[src/rtl/mem_access_unit_if.sv]
// mem_access_unit_if: bundles the MEM-stage request/response handshake and the
// word-wide data memory bus of the load/store sequencer.
//   slave  : the sequencer (takes requests, drives responses and memory strobes)
//   master : the pipeline/memory side (drives requests and memory read data)
interface mem_access_unit_if #(parameter int ADDR_W = 7);
   logic              ReqValid;
   logic              ReqRead;
   logic              ReqWrite;
   logic [1:0]        ReqSize;
   logic              ReqSigned;
   logic [ADDR_W+1:0] ReqAddr;
   logic [31:0]       ReqWData;
   logic              Stall;
   logic              RespValid;
   logic [31:0]       RespData;
   logic              ReqErr;
   logic [ADDR_W-1:0] MemAddress;
   logic [31:0]       MemWriteData;
   logic              MemRead;
   logic              MemWrite;
   logic [31:0]       MemReadData;

   modport slave (
      input  ReqValid, ReqRead, ReqWrite, ReqSize, ReqSigned, ReqAddr, ReqWData, MemReadData,
      output Stall, RespValid, RespData, ReqErr, MemAddress, MemWriteData, MemRead, MemWrite
   );

   modport master (
      output ReqValid, ReqRead, ReqWrite, ReqSize, ReqSigned, ReqAddr, ReqWData, MemReadData,
      input  Stall, RespValid, RespData, ReqErr, MemAddress, MemWriteData, MemRead, MemWrite
   );
endinterface

[src/rtl/mem_access_unit.sv]
// mem_access_unit: load/store sequencer between EX/MEM and a word-wide data memory.
// Turns byte-addressed lb/lbu/lh/lhu/lw/sb/sh/sw into word accesses; sub-word
// stores are read-modify-write. Stall is high whenever the FSM is not IDLE.
// Ports:
//   Clk   : clock, rising edge
//   Reset : synchronous, active-high
//   bus   : mem_access_unit_if.slave (request, response, memory strobes/data)
module mem_access_unit #(
   parameter int ADDR_W = 7
) (
   input logic              Clk,
   input logic              Reset,
   mem_access_unit_if.slave bus
);
   localparam logic [1:0] IDLE = 2'd0;
   localparam logic [1:0] RD   = 2'd1;
   localparam logic [1:0] WR   = 2'd2;

   logic [1:0]        state;
   logic              rRead, rSigned;
   logic [1:0]        rSize, rOff;
   logic [31:0]       rWData;
   logic [ADDR_W-1:0] memAddr;
   logic [31:0]       memWData, respData;
   logic              respValid, reqErr;

   logic              reqBad;
   logic [7:0]        selByte;
   logic [15:0]       selHalf;
   logic [31:0]       loadVal, mergeVal;

   assign bus.Stall        = (state != IDLE);
   assign bus.MemRead      = (state == RD);
   // Gated by Reset so a reset landing on the WR cycle never writes.
   assign bus.MemWrite     = (state == WR) && !Reset;
   assign bus.MemAddress   = memAddr;
   assign bus.MemWriteData = memWData;
   assign bus.RespData     = respData;
   assign bus.RespValid    = respValid;
   assign bus.ReqErr       = reqErr;

   always_comb begin
      reqBad = (bus.ReqRead == bus.ReqWrite)
            || (bus.ReqSize == 2'b11)
            || (bus.ReqSize == 2'b01 && bus.ReqAddr[0])
            || (bus.ReqSize == 2'b10 && bus.ReqAddr[1:0] != 2'b00);
   end

   // Little-endian lane select: byte k at [8k+7:8k], half at offset 2 in [31:16].
   always_comb begin
      selByte = bus.MemReadData[{rOff, 3'b000} +: 8];
      selHalf = bus.MemReadData[{rOff[1], 4'b0000} +: 16];
      case (rSize)
         2'b00:   loadVal = {{24{rSigned & selByte[7]}}, selByte};
         2'b01:   loadVal = {{16{rSigned & selHalf[15]}}, selHalf};
         default: loadVal = bus.MemReadData;
      endcase
   end

   always_comb begin
      mergeVal = bus.MemReadData;
      if (rSize == 2'b00) mergeVal[{rOff, 3'b000} +: 8]     = rWData[7:0];
      else                mergeVal[{rOff[1], 4'b0000} +: 16] = rWData[15:0];
   end

   always_ff @(posedge Clk) begin
      if (Reset) begin
         state     <= IDLE;
         rRead     <= 1'b0;
         rSigned   <= 1'b0;
         rSize     <= 2'b00;
         rOff      <= 2'b00;
         rWData    <= '0;
         memAddr   <= '0;
         memWData  <= '0;
         respData  <= '0;
         respValid <= 1'b0;
         reqErr    <= 1'b0;
      end else begin
         respValid <= 1'b0;
         reqErr    <= 1'b0;
         case (state)
            IDLE: begin
               if (bus.ReqValid) begin
                  if (reqBad) begin
                     reqErr <= 1'b1;
                  end else begin
                     rRead   <= bus.ReqRead;
                     rSize   <= bus.ReqSize;
                     rSigned <= bus.ReqSigned;
                     rOff    <= bus.ReqAddr[1:0];
                     rWData  <= bus.ReqWData;
                     memAddr <= bus.ReqAddr[ADDR_W+1:2];
                     // Full-word stores skip the read; everything else reads first.
                     if (bus.ReqWrite && bus.ReqSize == 2'b10) begin
                        memWData <= bus.ReqWData;
                        state    <= WR;
                     end else begin
                        state <= RD;
                     end
                  end
               end
            end
            RD: begin
               if (rRead) begin
                  respData  <= loadVal;
                  respValid <= 1'b1;
                  state     <= IDLE;
               end else begin
                  memWData <= mergeVal;
                  state    <= WR;
               end
            end
            WR:      state <= IDLE;
            default: state <= IDLE;
         endcase
      end
   end
endmodule
[src/flat_wrapper.sv]
// flat-port wrapper written by rule: the top's interface ports become plain ports
module mem_access_unit_flat 
#(
   parameter int ADDR_W = 7
)
  (Clk, Reset, bus_ReqValid, bus_ReqRead, bus_ReqWrite, bus_ReqSize, bus_ReqSigned, bus_ReqAddr, bus_ReqWData, bus_MemReadData, bus_Stall, bus_RespValid, bus_RespData, bus_ReqErr, bus_MemAddress, bus_MemWriteData, bus_MemRead, bus_MemWrite);
  mem_access_unit_if #(.ADDR_W(ADDR_W)) bus_i ();
  input logic Clk;
  input logic Reset;
  input wire logic [$bits(bus_i.ReqValid)-1:0] bus_ReqValid;
  input wire logic [$bits(bus_i.ReqRead)-1:0] bus_ReqRead;
  input wire logic [$bits(bus_i.ReqWrite)-1:0] bus_ReqWrite;
  input wire logic [$bits(bus_i.ReqSize)-1:0] bus_ReqSize;
  input wire logic [$bits(bus_i.ReqSigned)-1:0] bus_ReqSigned;
  input wire logic [$bits(bus_i.ReqAddr)-1:0] bus_ReqAddr;
  input wire logic [$bits(bus_i.ReqWData)-1:0] bus_ReqWData;
  input wire logic [$bits(bus_i.MemReadData)-1:0] bus_MemReadData;
  output wire logic [$bits(bus_i.Stall)-1:0] bus_Stall;
  output wire logic [$bits(bus_i.RespValid)-1:0] bus_RespValid;
  output wire logic [$bits(bus_i.RespData)-1:0] bus_RespData;
  output wire logic [$bits(bus_i.ReqErr)-1:0] bus_ReqErr;
  output wire logic [$bits(bus_i.MemAddress)-1:0] bus_MemAddress;
  output wire logic [$bits(bus_i.MemWriteData)-1:0] bus_MemWriteData;
  output wire logic [$bits(bus_i.MemRead)-1:0] bus_MemRead;
  output wire logic [$bits(bus_i.MemWrite)-1:0] bus_MemWrite;
  assign bus_i.ReqValid = bus_ReqValid;
  assign bus_i.ReqRead = bus_ReqRead;
  assign bus_i.ReqWrite = bus_ReqWrite;
  assign bus_i.ReqSize = bus_ReqSize;
  assign bus_i.ReqSigned = bus_ReqSigned;
  assign bus_i.ReqAddr = bus_ReqAddr;
  assign bus_i.ReqWData = bus_ReqWData;
  assign bus_i.MemReadData = bus_MemReadData;
  assign bus_Stall = bus_i.Stall;
  assign bus_RespValid = bus_i.RespValid;
  assign bus_RespData = bus_i.RespData;
  assign bus_ReqErr = bus_i.ReqErr;
  assign bus_MemAddress = bus_i.MemAddress;
  assign bus_MemWriteData = bus_i.MemWriteData;
  assign bus_MemRead = bus_i.MemRead;
  assign bus_MemWrite = bus_i.MemWrite;
  mem_access_unit #(.ADDR_W(ADDR_W)) u_core (.Clk(Clk), .Reset(Reset), .bus(bus_i));
endmodule
[config.mk]
export PLATFORM = sky130hd
export DESIGN_NAME = mem_access_unit_flat
export DESIGN_NICKNAME = d
export VERILOG_FILES = /design/src/rtl/mem_access_unit_if.sv /design/src/rtl/mem_access_unit.sv /design/src/flat_wrapper.sv
export SDC_FILE = /design/constraint.sdc
export NUM_CORES = 1
export LEC_CHECK = 0
export BUFFER_PORTS_ARGS = -buffer_cell sky130_fd_sc_hd__buf_2
export CAP_MARGIN = 20
export CELL_PAD_IN_SITES_DETAIL_PLACEMENT = 1
export CELL_PAD_IN_SITES_GLOBAL_PLACEMENT = 1
export CORE_AREA = 2 2 84 166
export DETAILED_ROUTE_END_ITERATION = 8
export DIE_AREA = 0 0 86 168
export GPL_TIMING_DRIVEN = 0
export PLACE_DENSITY_LB_ADDON = 0.1
export SLEW_MARGIN = 20
export SYNTH_ARGS = -nofsm -noshare
export SYNTH_HDL_FRONTEND = slang
export SYNTH_SLANG_ARGS = --single-unit
[constraint.sdc]
create_clock -name Clk -period 7.5 [get_ports Clk]
set_clock_uncertainty 0.1 [all_clocks]
set_input_delay 0.75 -clock Clk [delete_from_list [all_inputs] [get_ports Clk]]
set_output_delay 0.75 -clock Clk [all_outputs]
set_load 0.03 [all_outputs]
==> results.sh, run 1 <==
export IMPL_drt_wl_total_um=21680
export IMPL_grt_max_degree=19
export IMPL_crit_arrival_ns=3.46
export IMPL_path_cells="buf_2, buf_2, buf_2, inv_1, ha_1, nor4b_2, a221oi_1, o31ai_2"
export IMPL_synth_flop_cell="dfxtp_1"
export IMPL_drive_above_1_share_pct=27.75
export IMPL_syn_nets=714
export IMPL_drt_first_iter_violations=336
export IMPL_slowest_delay_ns=0.79
export IMPL_cts_tree="built"
export IMPL_pwr_share_seq_pct=45.0
export IMPL_vdd_ir_drop_max_uv=105.4
export IMPL_grt_ovfl_total=0
export IMPL_required_ns=7.68
export IMPL_finalInstanceArea_um2=6580
export IMPL_reg2regPathDepth=8
export IMPL_crit_top_cell="buf_2"
export IMPL_viasPerCell=6.013
export IMPL_clkPwrFrac_pct=39.1
export IMPL_cp_end_kind="register"
export IMPL_numPortBuffers=156
export IMPL_die_area_um2=14450
export IMPL_swShare_pct=30.40
export IMPL_whs_path_depth=2
export IMPL_synthTopCellsByCount="nand2_1 (103), dfxtp_1 (97), a21oi_1 (59), nor2_1 (48), clkbuf_1 (37)"
export IMPL_synth_top_cell_area_share_pct=36.59
export IMPL_antenna_left=0
export IMPL_slew_violations=0
export IMPL_synthCells=628
export IMPL_min_delay_start="u_core.bus.RespData[14]"
export IMPL_yosysWarnings=0
export IMPL_cts_hold_buf=0
export IMPL_dr_pass1_iters=6
export IMPL_placed_cells=939
export IMPL_setup_viol=0
export IMPL_reg2reg_from="u_core.rOff[1]"
export IMPL_die_height_um=168
export IMPL_routabilityCongestion=0.9498
export IMPL_avgSynthCellArea_um2=8.452
export IMPL_area_growth_pct=23.97
export IMPL_r2r_end="u_core.bus.MemWriteData[28]"
export IMPL_cts_resized_gates=0
export IMPL_die_w_um=86
export IMPL_instances_no_fill=955
export IMPL_hold_violations=0
export IMPL_ys_top_cells_by_area="dfxtp_1 (37%), nand2_1 (7.3%), mux2i_1 (6.4%), a21oi_1 (5.6%), o31ai_2 (3.5%)"
export IMPL_pwr_density_cell_nw_per_um2=182.3
export IMPL_crit_slowest_cell="nor4b_2"
export IMPL_cts_made_buffers=9
export IMPL_clkTransAtPathRegs_ns=0.08
export IMPL_grt_setup_unrepaired="no"
export IMPL_fin_crit_ns=3.282
export IMPL_crit_family="buffers and inverters"
export IMPL_min_to="u_core.bus.RespData[14]"
export IMPL_finalPower_mw=1.200
export IMPL_ys_ff_latch=97
export IMPL_rows=60
export IMPL_critical_path_buf_inv_count=4
export IMPL_grt_pass1_wl_um=32850
export IMPL_clk_path_buf_depth=2
export IMPL_maxSlewHeadroom_pct=41.51
export IMPL_synth_edf_count=0
export IMPL_start_util_pct=39.94
export IMPL_antenna_cells=0
export IMPL_placed_area_um2=6282
export IMPL_hpwlAfterDp_um=16730
export IMPL_yosys_area_top_type="dfxtp_1"
export IMPL_status="finished clean"
export IMPL_pwr_share_comb_pct=15.9
export IMPL_maxCapViolCount=0
export IMPL_wl_per_cell_um=22.70
export IMPL_drc=0
export IMPL_vias=5742
export IMPL_synth_most_common_cell="nand2_1"
export IMPL_insertion_delay_ns=0.35
export IMPL_synthDistinctLibCells=51
export IMPL_p_int_uw=835.1
export IMPL_grt_pass1_vias=5721
export IMPL_cp_start_kind="register"
export IMPL_fin_nets=881
export IMPL_core_um2=13290
export IMPL_mappedNetlistArea_um2=5308
export IMPL_worst_slack_ns=4.218
export IMPL_p_sw_uw=364.7
export IMPL_root_buffer="clkbuf_16"
export IMPL_power_leakage_nw=2.652
export IMPL_worstMarginPinSlew_ns=0.8751
export IMPL_num_io_pins=157
export IMPL_max_freq_mhz=304.7
export IMPL_cts_setup_buffers=0
export IMPL_async_reset_ff_share_pct=0
export IMPL_crit_fanout=10
export IMPL_fin_crit_sh_pct=43.77
export IMPL_track_usage_pct=30.09
export IMPL_seq_area_frac_synth_pct=36.59
export IMPL_grt_antenna_before_repair=0
export IMPL_tns_ns=0
export IMPL_regToRegSetupSlack_ns=4.22
export IMPL_hp_class="reg2reg"
export IMPL_htreeDepth=3
export IMPL_pre_cts_ws_ns=4.273
export IMPL_critPathKind="reg2reg"
export IMPL_cts_sinks=97
[power by group through the flow]
stage / combinational [mW] / sequential, mW / clock, mW
finish: 0.191 / 0.540 / 0.469
global placement: 0.185 / 0.551 / 0
detailed placement: 0.188 / 0.551 / 0
global route: 0.205 / 0.541 / 0.497
CTS: 0.189 / 0.540 / 0.477
floorplan: 0.0947 / 0.561 / 0
[layer usage]
| metal | GRT usage, % | share of wire (%) | vias to the layer above |
|---|---|---|---|
| met2 | 49.04 | 48 | 241 |
| met4 | 19.60 | 7.1 | 0 |
| met1 | 36.36 | 40 | 2756 |
| li1 | - | - | 2667 |
| met5 | 0 | 0 | - |
| met3 | 4.020 | 4.7 | 78 |
[state kept, by name, indices dropped and copies added, names as in the netlist]
register and count:
u_core.bus.ReqErr 1, u_core.bus.MemWriteData 32, u_core.rWData 16, u_core.bus.RespValid 1, u_core.bus.RespData 32, u_core.bus.MemAddress 7, u_core.rRead 1, u_core.rOff 2
u_core.rSize 2, u_core.rSigned 1, u_core.state 2
[through the flow]
step / utilization, % / hold WS (ns)
floorplan: - / 0.3483
global placement: 47.28 / 0.3359
detailed placement: 47.28 / 0.3409
CTS: 49.52 / 0.3519
global route: 49.52 / 0.3711
finish: 49.52 / 0.3504
[cell families after synthesis]
kind of cell    synth area share, %
buf+inv                       6.294
fa+ha+maj                     1.179
simple gates                  17.30
compound gates                28.88
mux                           9.595
flops                         36.59
xor+xnor                     0.1650
[tightest hold or removal path, cell delays in order, from the launching register on]
cell,delay (ns)
dfxtp_1,0.31
nand2_1,0.05
a21oi_1,0.05
[worst max-delay path by stage]
stage	startpoint	to	slack [ns]	cells after the start
after floorplan	Reset	bus_MemWrite	4.77	3
after global placement	u_core.rOff[1]	u_core.bus.MemWriteData[27]	4.23	8
after detailed placement	u_core.rOff[1]	u_core.bus.MemWriteData[28]	4.27	8
after CTS	u_core.rOff[1]	u_core.bus.MemWriteData[27]	4.23	8
after global routing	u_core.rOff[1]	u_core.bus.MemWriteData[31]	4.04	9
final	u_core.rOff[1]	u_core.bus.MemWriteData[28]	4.22	8
[placed cells by master, fill, tap and decap left out, drive strengths merged, types with 2 or more instances in the layout]
cell type / count
buf: 178
nand2: 103
dfxtp: 97
a21oi: 59
nor2: 48
clkbuf: 47
mux2i: 34
nand3: 32
a211oi: 23
inv: 18
a211o: 17
a221oi: 16
o31ai: 16
a221o: 15
o21ai: 10
and3: 9
o2111ai: 9
a31o: 9
o221ai: 8
mux4: 7
o22ai: 7
ha: 5
clkinv: 4
nand2b: 2
nor3b: 2
or2: 2
or3: 2
o2111a: 2
[layout make-up]
class / count / area (µm²)
inverters: 17 / 63.81
clock inverters: 6 / 58.81
repair buffers: 156 / 780.7
clock buffers: 10 / 239.0
multi-input cells: 455 / 3032
well taps: 155 / 193.9
plain buffers: 59 / 270.3
fillers: 1698 / 6708
flip-flops and latches: 97 / 1942
No activity file was read; power rests on OpenSTA's default activity.
==> inputs of run 2 (changes only) <==
Settings changed: CORE_AREA 2 2 84 166 to 2 2 92 182, DIE_AREA 0 0 86 168 to 0 0 94 184.
Clock period 7.5 ns to 2.8 ns, I/O delays scaled along.
==> results.sh, run 2 (same netlist as run 1, synthesis figures left out) <==
export IMPL_required_ns=3.00
export IMPL_drt_wl_total_um=24570
export IMPL_track_usage_pct=28.70
export IMPL_grt_setup_unrepaired="no"
export IMPL_final_cell_mix="buf_2 (165), nand2_1 (103), dfxtp_1 (97)"
export IMPL_cp_start_kind="register"
export IMPL_cts_hold_buf=0
export IMPL_critPathKind="reg2reg"
export IMPL_maxSlewHeadroom_pct=47.54
export IMPL_num_io_pins=157
export IMPL_pre_cts_ws_ns=-0.3894
export IMPL_antenna_cells=0
export IMPL_area_growth_pct=26.17
export IMPL_die_w_um=94
export IMPL_worstMarginPinSlew_ns=0.7869
export IMPL_crit_arrival_ns=2.73
export IMPL_setup_viol=0
export IMPL_reg2reg_from="u_core.rSize[0]"
export IMPL_wl_per_cell_um=24.59
export IMPL_regToRegSetupSlack_ns=0.27
export IMPL_htreeDepth=3
export IMPL_drc=0
export IMPL_drive_above_1_share_pct=27.82
export IMPL_dr_pass1_iters=5
export IMPL_numPortBuffers=156
export IMPL_placed_cells=985
export IMPL_fin_crit_ns=2.529
export IMPL_hp_class="in2reg"
export IMPL_vdd_ir_drop_max_uv=297.1
export IMPL_clkTransAtPathRegs_ns=0.07
export IMPL_worst_slack_ns=0.2712
export IMPL_cts_tree="built"
export IMPL_cp_end_kind="register"
export IMPL_maxCapViolCount=0
export IMPL_grt_max_degree=15
export IMPL_grt_antenna_before_repair=0
export IMPL_die_area_um2=17300
export IMPL_drt_first_iter_violations=265
export IMPL_layout_commonest_cell="buf_2"
export IMPL_fin_util_pct=42.22
export IMPL_nFillCells=1989
export IMPL_routabilityCongestion=0.9089
export IMPL_core_um2=15860
export IMPL_crit_path_end="u_core.bus.MemWriteData[8]"
export IMPL_crit_top_cell="nor2_1"
export IMPL_cts_made_buffers=9
export IMPL_critPathLaunch="u_core.rSize[0]"
export IMPL_path_cells="nor2_1, nor2_1, clkbuf_1, a211oi_1, a31o_2"
export IMPL_max_freq_mhz=395.5
export IMPL_insertion_delay_ns=0.36
export IMPL_reg2regPathDepth=5
export IMPL_start_util_pct=33.47
export IMPL_pwr_density_cell_nw_per_um2=504.2
export IMPL_power_leakage_nw=2.675
export IMPL_vias=5809
export IMPL_cts_sinks=97
export IMPL_grt_pass1_vias=6177
export IMPL_fin_crit_sh_pct=90.31
export IMPL_hpwlAfterDp_um=19610
export IMPL_r2r_end="u_core.bus.MemWriteData[8]"
export IMPL_rows=65
export IMPL_tns_ns=0
export IMPL_hold_violations=0
export IMPL_antenna_left=0
export IMPL_die_height_um=184
export IMPL_status="finished clean"
export IMPL_grt_pass1_wl_um=36490
export IMPL_slew_violations=0
export IMPL_fin_nets=880
export IMPL_instances_no_fill=999
export IMPL_slowest_delay_ns=0.67
export IMPL_crit_slowest_cell="a211oi_1"
export IMPL_viasPerCell=5.815
export IMPL_crit_fanout=10
export IMPL_root_buffer="clkbuf_16"
export IMPL_clk_path_buf_depth=2
export IMPL_grt_ovfl_total=0
-- run 2: final cells by class --
| cell class | instances | area (µm²) | area share, % |
|---|---|---|---|
| inverter | 17 | 63.81 | 0.9529 |
| clock inverter | 2 | 60.06 | 0.8969 |
| clock buffer | 13 | 270.3 | 4.036 |
| multi-input combinational | 455 | 3047 | 45.50 |
| buffer | 57 | 274.0 | 4.092 |
| timing repair buffer | 157 | 788.3 | 11.77 |
| tap | 201 | 251.5 | 3.756 |
| sequential | 97 | 1942 | 29.00 |
-- run 2: worst max-delay path: cells and delay by family, from the launching register on --
kind / cells / cell delay [ns]
AOI/OAI and AO/OA: 2 / 0.93
and+or+nand+nor: 2 / 0.72
DFF: 1 / 0.38
buffers and inverters: 1 / 0.34
-- run 2: worst min path at each step --
stage                                          start                          to  depth (start not counted)
after floorplan                     bus_ReqWData[10]           u_core.rWData[10]                          2
after global placement    u_core.bus.MemWriteData[3]  u_core.bus.MemWriteData[3]                          2
after detailed placement     u_core.bus.RespData[12]     u_core.bus.RespData[12]                          2
after CTS                             bus_ReqAddr[4]    u_core.bus.MemAddress[2]                          3
after global routing                  bus_ReqAddr[4]    u_core.bus.MemAddress[2]                          3
final                                 bus_ReqAddr[4]    u_core.bus.MemAddress[2]                          3
-- run 2: repair_timing --
action,in CTS,in global routing
setup buffers,0,1
endpoints found under the setup margin,25,22
resized for setup,4,4
endpoints found under the hold margin,0,0
pin swaps,0,0
-- run 2: power breakdown --
| group | leakage (nW) | internal (mW) | switching [mW] | total (mW) |
|---|---|---|---|---|
| combinational | 1.73 | 0.180 | 0.354 | 0.534 |
| sequential | 0.784 | 1.41 | 0.0361 | 1.45 |
| clock | 0.162 | 0.852 | 0.542 | 1.39 |
-- run 2: per-layer routing --
layer	vias to the layer above	wire length, µm	global-route usage [%]
met5	-	0	0
met4	0	1604	17.57
met3	69	979	3.075
met2	225	13070	52.89
met1	2851	8915	30.32
li1	2664	-	-
-- run 2: through the flow --
step | hold WS [ns] | power (mW) | area, µm²
3_5_place_dp | 0.3455 | 2.002 | 6340
4_1_cts | 0.05311 | 3.397 | 6681
6_report | 0.05616 | 3.376 | 6696
3_3_place_gp | 0.3404 | 1.993 | 6340
2_1_floorplan | 0.3160 | 1.756 | 5308
5_1_grt | 0.06895 | 3.489 | 6696
